==> config.mk <==
export PLATFORM = sky130hd
export DESIGN_NAME = axibus2rambus
export DESIGN_NICKNAME = d
export VERILOG_FILES = /design/src/rtl/axibus2rambus.sv
export SDC_FILE = /design/constraint.sdc
export NUM_CORES = 1
export LEC_CHECK = 0
export BUFFER_PORTS_ARGS = -buffer_cell sky130_fd_sc_hd__buf_2
export CAP_MARGIN = 20
export CELL_PAD_IN_SITES_DETAIL_PLACEMENT = 0
export CELL_PAD_IN_SITES_GLOBAL_PLACEMENT = 1
export CORE_MARGIN = 1.5
export CORE_UTILIZATION = 33
export DETAILED_ROUTE_END_ITERATION = 6
export GPL_ROUTABILITY_DRIVEN = 0
export PLACE_DENSITY_LB_ADDON = 0.15
export SYNTH_ARGS = -nofsm -noshare
export SYNTH_HDL_FRONTEND = slang
export SYNTH_SLANG_ARGS = --single-unit
export TNS_END_PERCENT = 5
==> constraint.sdc <==
create_clock -name I_clk -period 2.8 [get_ports I_clk]
set_input_delay 0.7 -clock I_clk [delete_from_list [all_inputs] [get_ports I_clk]]
set_output_delay 0.7 -clock I_clk [all_outputs]
set_load 0.01 [all_outputs]
==> src/rtl/axibus2rambus.sv <==
`default_nettype none
// ============================================================================
// Module      : axibus2rambus
// Description : Fetches I_len beats from DDR over an AXI read channel and
//               writes them into a local RAM, under ap_ctrl handshake.
//               Optional macro AXIBUS2RAMBUS_RRESP_CHK_EN adds O_rerr.
// Revision    : 1.0 - initial release
// ============================================================================
module axibus2rambus #(
    parameter int C_M_AXI_LEN_WIDTH  = 32,
    parameter int C_M_AXI_ADDR_WIDTH = 32,
    parameter int C_M_AXI_DATA_WIDTH = 128,
    parameter int C_RAM_ADDR_WIDTH   = 10,
    parameter int C_RAM_DATA_WIDTH   = 128
) (
    input  logic                          I_clk,
    input  logic                          I_rst,
    input  logic                          I_ap_start,
    output logic                          O_ap_done,
    output logic                          O_ap_idle,
    output logic                          O_ap_ready,
    input  logic [C_M_AXI_ADDR_WIDTH-1:0] I_base_addr,
    input  logic [C_RAM_ADDR_WIDTH-1:0]   I_len,
    output logic [C_M_AXI_ADDR_WIDTH-1:0] O_maxi_araddr,
    output logic [C_M_AXI_LEN_WIDTH-1:0]  O_maxi_arlen,
    output logic                          O_maxi_arvalid,
    input  logic                          I_maxi_arready,
    input  logic                          I_maxi_rvalid,
    input  logic [C_M_AXI_DATA_WIDTH-1:0] I_maxi_rdata,
    input  logic                          I_maxi_rlast,
    input  logic [1:0]                    I_maxi_rresp,
    output logic                          O_maxi_rready,
    output logic [C_RAM_ADDR_WIDTH-1:0]   O_waddr,
    output logic                          O_wr,
    output logic [C_RAM_DATA_WIDTH-1:0]   O_wdata
`ifdef AXIBUS2RAMBUS_RRESP_CHK_EN
    ,
    output logic                          O_rerr
`endif
);

    typedef enum logic [1:0] {
        S_IDLE = 2'd0,
        S_ADDR = 2'd1,
        S_DATA = 2'd2,
        S_DONE = 2'd3
    } state_t;

    localparam logic [C_RAM_ADDR_WIDTH-1:0] c_cnt_one = {{(C_RAM_ADDR_WIDTH-1){1'b0}}, 1'b1};

    state_t                      r_state;
    state_t                      w_next;
    logic                        r_start_d;
    logic                        r_done_phase;
    logic [C_RAM_ADDR_WIDTH-1:0] r_cnt;
    logic [C_RAM_ADDR_WIDTH-1:0] r_len;
    logic                        w_start_rise;
    logic                        w_launch;
    logic                        w_beat;
    logic                        w_last;

    // Completion is count based; rlast is deliberately not consulted.
    logic w_unused_ok;
    assign w_unused_ok = &{1'b0, I_maxi_rlast, I_maxi_rresp};

    assign w_start_rise = I_ap_start & ~r_start_d;
    assign w_launch     = (r_state == S_IDLE) & w_start_rise;
    assign w_beat       = (r_state == S_DATA) & I_maxi_rvalid;
    assign w_last       = w_beat & (r_cnt == (r_len - c_cnt_one));

    always_ff @(posedge I_clk) begin
        if (I_rst) begin
            r_state      <= S_IDLE;
            r_start_d    <= 1'b0;
            r_done_phase <= 1'b0;
        end else begin
            r_state      <= w_next;
            r_start_d    <= I_ap_start;
            // DONE lasts two cycles so the pulse trails the final RAM write.
            r_done_phase <= (r_state == S_DONE) & ~r_done_phase;
        end
    end

    always_comb begin
        w_next = r_state;
        case (r_state)
            S_IDLE: begin
                if (w_start_rise) begin
                    w_next = (I_len != '0) ? S_ADDR : S_DONE;
                end
            end
            S_ADDR: begin
                if (!I_ap_start) begin
                    w_next = S_IDLE;
                end else if (I_maxi_arready) begin
                    w_next = S_DATA;
                end
            end
            S_DATA: begin
                if (!I_ap_start) begin
                    w_next = S_IDLE;
                end else if (w_last) begin
                    w_next = S_DONE;
                end
            end
            S_DONE: begin
                if (r_done_phase) begin
                    w_next = S_IDLE;
                end
            end
            default: w_next = S_IDLE;
        endcase
    end

    always_comb begin
        O_maxi_arvalid = (r_state == S_ADDR);
        O_maxi_rready  = (r_state == S_DATA);
        O_ap_idle      = (r_state == S_IDLE);
        O_ap_done      = (r_state == S_DONE) & r_done_phase;
        O_ap_ready     = (r_state == S_DONE) & r_done_phase;
    end

    always_ff @(posedge I_clk) begin
        if (I_rst) begin
            O_maxi_araddr <= '0;
            O_maxi_arlen  <= '0;
            r_len         <= '0;
        end else if (w_launch) begin
            O_maxi_araddr <= I_base_addr;
            O_maxi_arlen  <= C_M_AXI_LEN_WIDTH'(I_len);
            r_len         <= I_len;
        end
    end

    always_ff @(posedge I_clk) begin
        if (I_rst) begin
            r_cnt   <= '0;
            O_wr    <= 1'b0;
            O_waddr <= '0;
            O_wdata <= '0;
        end else begin
            O_wr <= w_beat;
            if (w_launch) begin
                r_cnt <= '0;
            end else if (w_beat) begin
                r_cnt <= r_cnt + c_cnt_one;
            end
            if (w_beat) begin
                O_waddr <= r_cnt;
                O_wdata <= I_maxi_rdata;
            end
        end
    end

`ifdef AXIBUS2RAMBUS_RRESP_CHK_EN
    always_ff @(posedge I_clk) begin
        if (I_rst) begin
            O_rerr <= 1'b0;
        end else if (w_launch) begin
            O_rerr <= 1'b0;
        end else if (w_beat && (I_maxi_rresp != 2'b00)) begin
            O_rerr <= 1'b1;
        end
    end
`else
`endif

endmodule
`default_nettype wire

==> summary.txt <==
Synthesis
  • Top cells by area, synth: dfxtp_1 53%, nand2_1 19%, a21oi_1 13%
  • Synthesis-stage register bit count: 195
  • Netlist Area Pre-Place: 7310 µm²
  • Sequential fraction of the synthesis area: 53.4%
  • Yosys top cell area share: 53.4%
  • Top-count cell post-synth: nand2_1
  • Ys flop type: dfxtp_1
  • Syn_area_per_cell: 7.84 µm²
  • Post-synth top area cell: dfxtp_1
  • Synth cell count leaders: 369 x nand2_1, 195 x dfxtp_1, 187 x a21oi_1
  • Mapped Cells: 933
  • Ys async rst share: 0%
  • Synth unique cells: 45
  • Syn. warnings: 0
  • EDFF count, synth: 0

STA
  • Fin crit share: 79.6%
  • Fin. Hold Viols: 0
  • Final setup violation count: 0
  • RSZ-0062 raised after global routing: false
  • Fin Setup TNS: 0 ns
  • Final worst slack: 0.571 ns
  • Final hold slack: 0.450 ns
  • Clock skew: 0.00987 ns
  • Max-slew violation count: 0
  • Min Clock Period, post-route: 2.23 ns
  • FMAX: 449 MHz

Worst setup path
  • Crit path DAT: 1.53 ns
  • Worst R2R Path Depth: 5
  • CP peak stage delay: 0.60 ns
  • Critical Path Start: r_state[0]
  • Cell Chain, Critical Path: inv_1, nor2_1, buf_2
  • Reg-to-Reg End: r_state[0]
  • Max FO, Critical Path: 12
  • Worst setup SP type: flop
  • Bufs and invs on worst path: 2
  • Top cell family by delay on the critical path: flip-flops
  • Worst R2R Setup Slack: 0.81 ns
  • Slowest CP cell: dfxtp_1
  • Worst flop-to-flop path startpoint: r_state[1]
  • CP Capture Type: output pin
  • Critical Path RT: 2.10 ns
  • Kind of critical path: reg2out

Die
  • Die ar.: 23100 µm²
  • Chip height: 152 µm
  • Die width: 152 µm
  • Row count: 54
  • Starting density of the core: 33.6%
  • Io pins: 386
  • Core ar.: 21800 µm²

Worst hold path
  • Worst Hold Launch: O_wdata[61]
  • HP Class: reg2reg
  • Min-Delay Endpoint: O_wdata[61]
  • Hold depth: 2

Clock network
  • CTS buffer count: 17
  • Postcts setup bufs: 0
  • Post_cts resized: 0
  • Clk_lat worst skew: 0.43 ns
  • CTS tree: done
  • Max clock buf depth: 2
  • Worst-path clk slew: 0.07 ns
  • H-tree depth: 4
  • Cts hold-fix bufs: 0
  • Root Buffer: clkbuf_16
  • Clk sinks: 195

Layout
  • Area Overhead vs Synth: 34.8%
  • Final Cell Area: 9860 µm²
  • Fill count: 2312
  • Storage cell area: 3900 µm²
  • Layout cell share with drive strength beyond 1: 32.3%
  • Utilization of the core after routing: 45.3%
  • Area of the multi-input gates: 3050 µm²
  • NumNets Final: 1436

GRT
  • Pin count of the biggest net entering global routing: 75
  • Final global-route overflow total: 0
  • First-pass GRT wire length: 36.0 mm
  • Initial antenna violation count: 3
  • Gr usage total: 19.5%
  • Vias in the first global route: 6643

Power
  • Worst VDD drop: 0.363 mV
  • Leakage: 0.00438 µW
  • Pwr dens: 597 nW/µm²

Route
  • Iter 0 DRT Violations: 491
  • Detailed Route WL: 23.2 mm
  • Antenna Nets Post-Route: 0
  • Drt via density: 4.57
  • WL/cell: 15.0 µm
  • DRC Markers: 0
  • DR pass1 iterations: 4
  • Routed via count: 7094

Placement
  • Placed Area: 9260 µm²
  • DP HPWL: 16.2 mm
  • Setup WS pre-CTS: 0.620 ns
  • Buffers on Ports: 360

Status
  • Status: finished, final reports clean

Job
  • Max-cap viol count: 0
[routing by layer]
metal	wire, µm	part of all wire (%)	track usage [%]
met1	10100	43	23.6
met5	0	0	0
met4	659	2.8	8.51
met3	1520	6.6	5.62
met2	11000	47	32.1
[how the worst max path moves through the flow]
stage	cells past startpoint	slack, ns	end
finish	3	0.57	O_maxi_arvalid
global route	3	0.47	O_maxi_arvalid
CTS	2	0.55	O_maxi_rready
detailed placement	6	0.62	r_cnt[3]
global placement	6	0.64	r_cnt[9]
floorplan	6	0.92	r_cnt[9]
[cell usage in the layout (no fill, tap or decap), drive strengths merged, types with 2 or more instances in the layout]
master / n
xor2: 9
nor2: 14
or3: 5
clkbuf: 20
a21oi: 187
inv: 10
and3: 3
nand2b: 5
o31ai: 2
nor2b: 3
bufinv: 2
o21ai: 4
ha: 2
nor4: 5
nand4: 2
clkinvlp: 5
diode: 3
conb: 22
nand2: 369
buf: 370
nor3: 5
xnor2: 9
or4: 2
dfxtp: 195
[cell families after synthesis]
kind of cell             count (synthesis)  share of synthesized area (%)
adder cells (fa/ha/maj)                  2                          0.342
multiplexers                             1                          0.137
flip-flops                             195                           53.4
AND/OR/NAND/NOR                        418                           22.9
other                                    1                         0.0513
AO/OA/AOI/OAI                          205                           14.7
buffers and inverters                   93                           6.26
XOR/XNOR                                18                           2.26
[per-stage QoR]
step                cells  total power, µW
floorplan             954             3240
global placement     1517             3470
detailed placement   1517             3480
CTS                  1549             5970
global route         1552             6130
finish               1552             5880
[flip-flops by register name (all words and copies together), names as in the netlist]
name / flops
r_start_d: 1
O_wdata: 128
r_len: 10
r_state: 2
O_waddr: 10
r_cnt: 10
O_wr: 1
r_done_phase: 1
O_maxi_araddr: 32
[cell type report]
cell class,instances,area share [%]
clock inverter,12,1.48
inverter,6,0.228
timing repair buffer,370,19.6
multi-input combinational,666,30.9
tap,280,3.55
antenna,3,0.0762
clock buffer,20,4.53
sequential,195,39.6
[report_power, final]
group          switching (µW)  internal [µW]
clock                    1120           1360
sequential               44.3           2830
combinational             300            232
total                    1460           4420
[tightest hold or removal path, stage by stage, from the launching register on]
cell	delay, ns
dfxtp_1	0.31
nand2_1	0.05
a21oi_1	0.05
(Power assumes the default switching activity.)
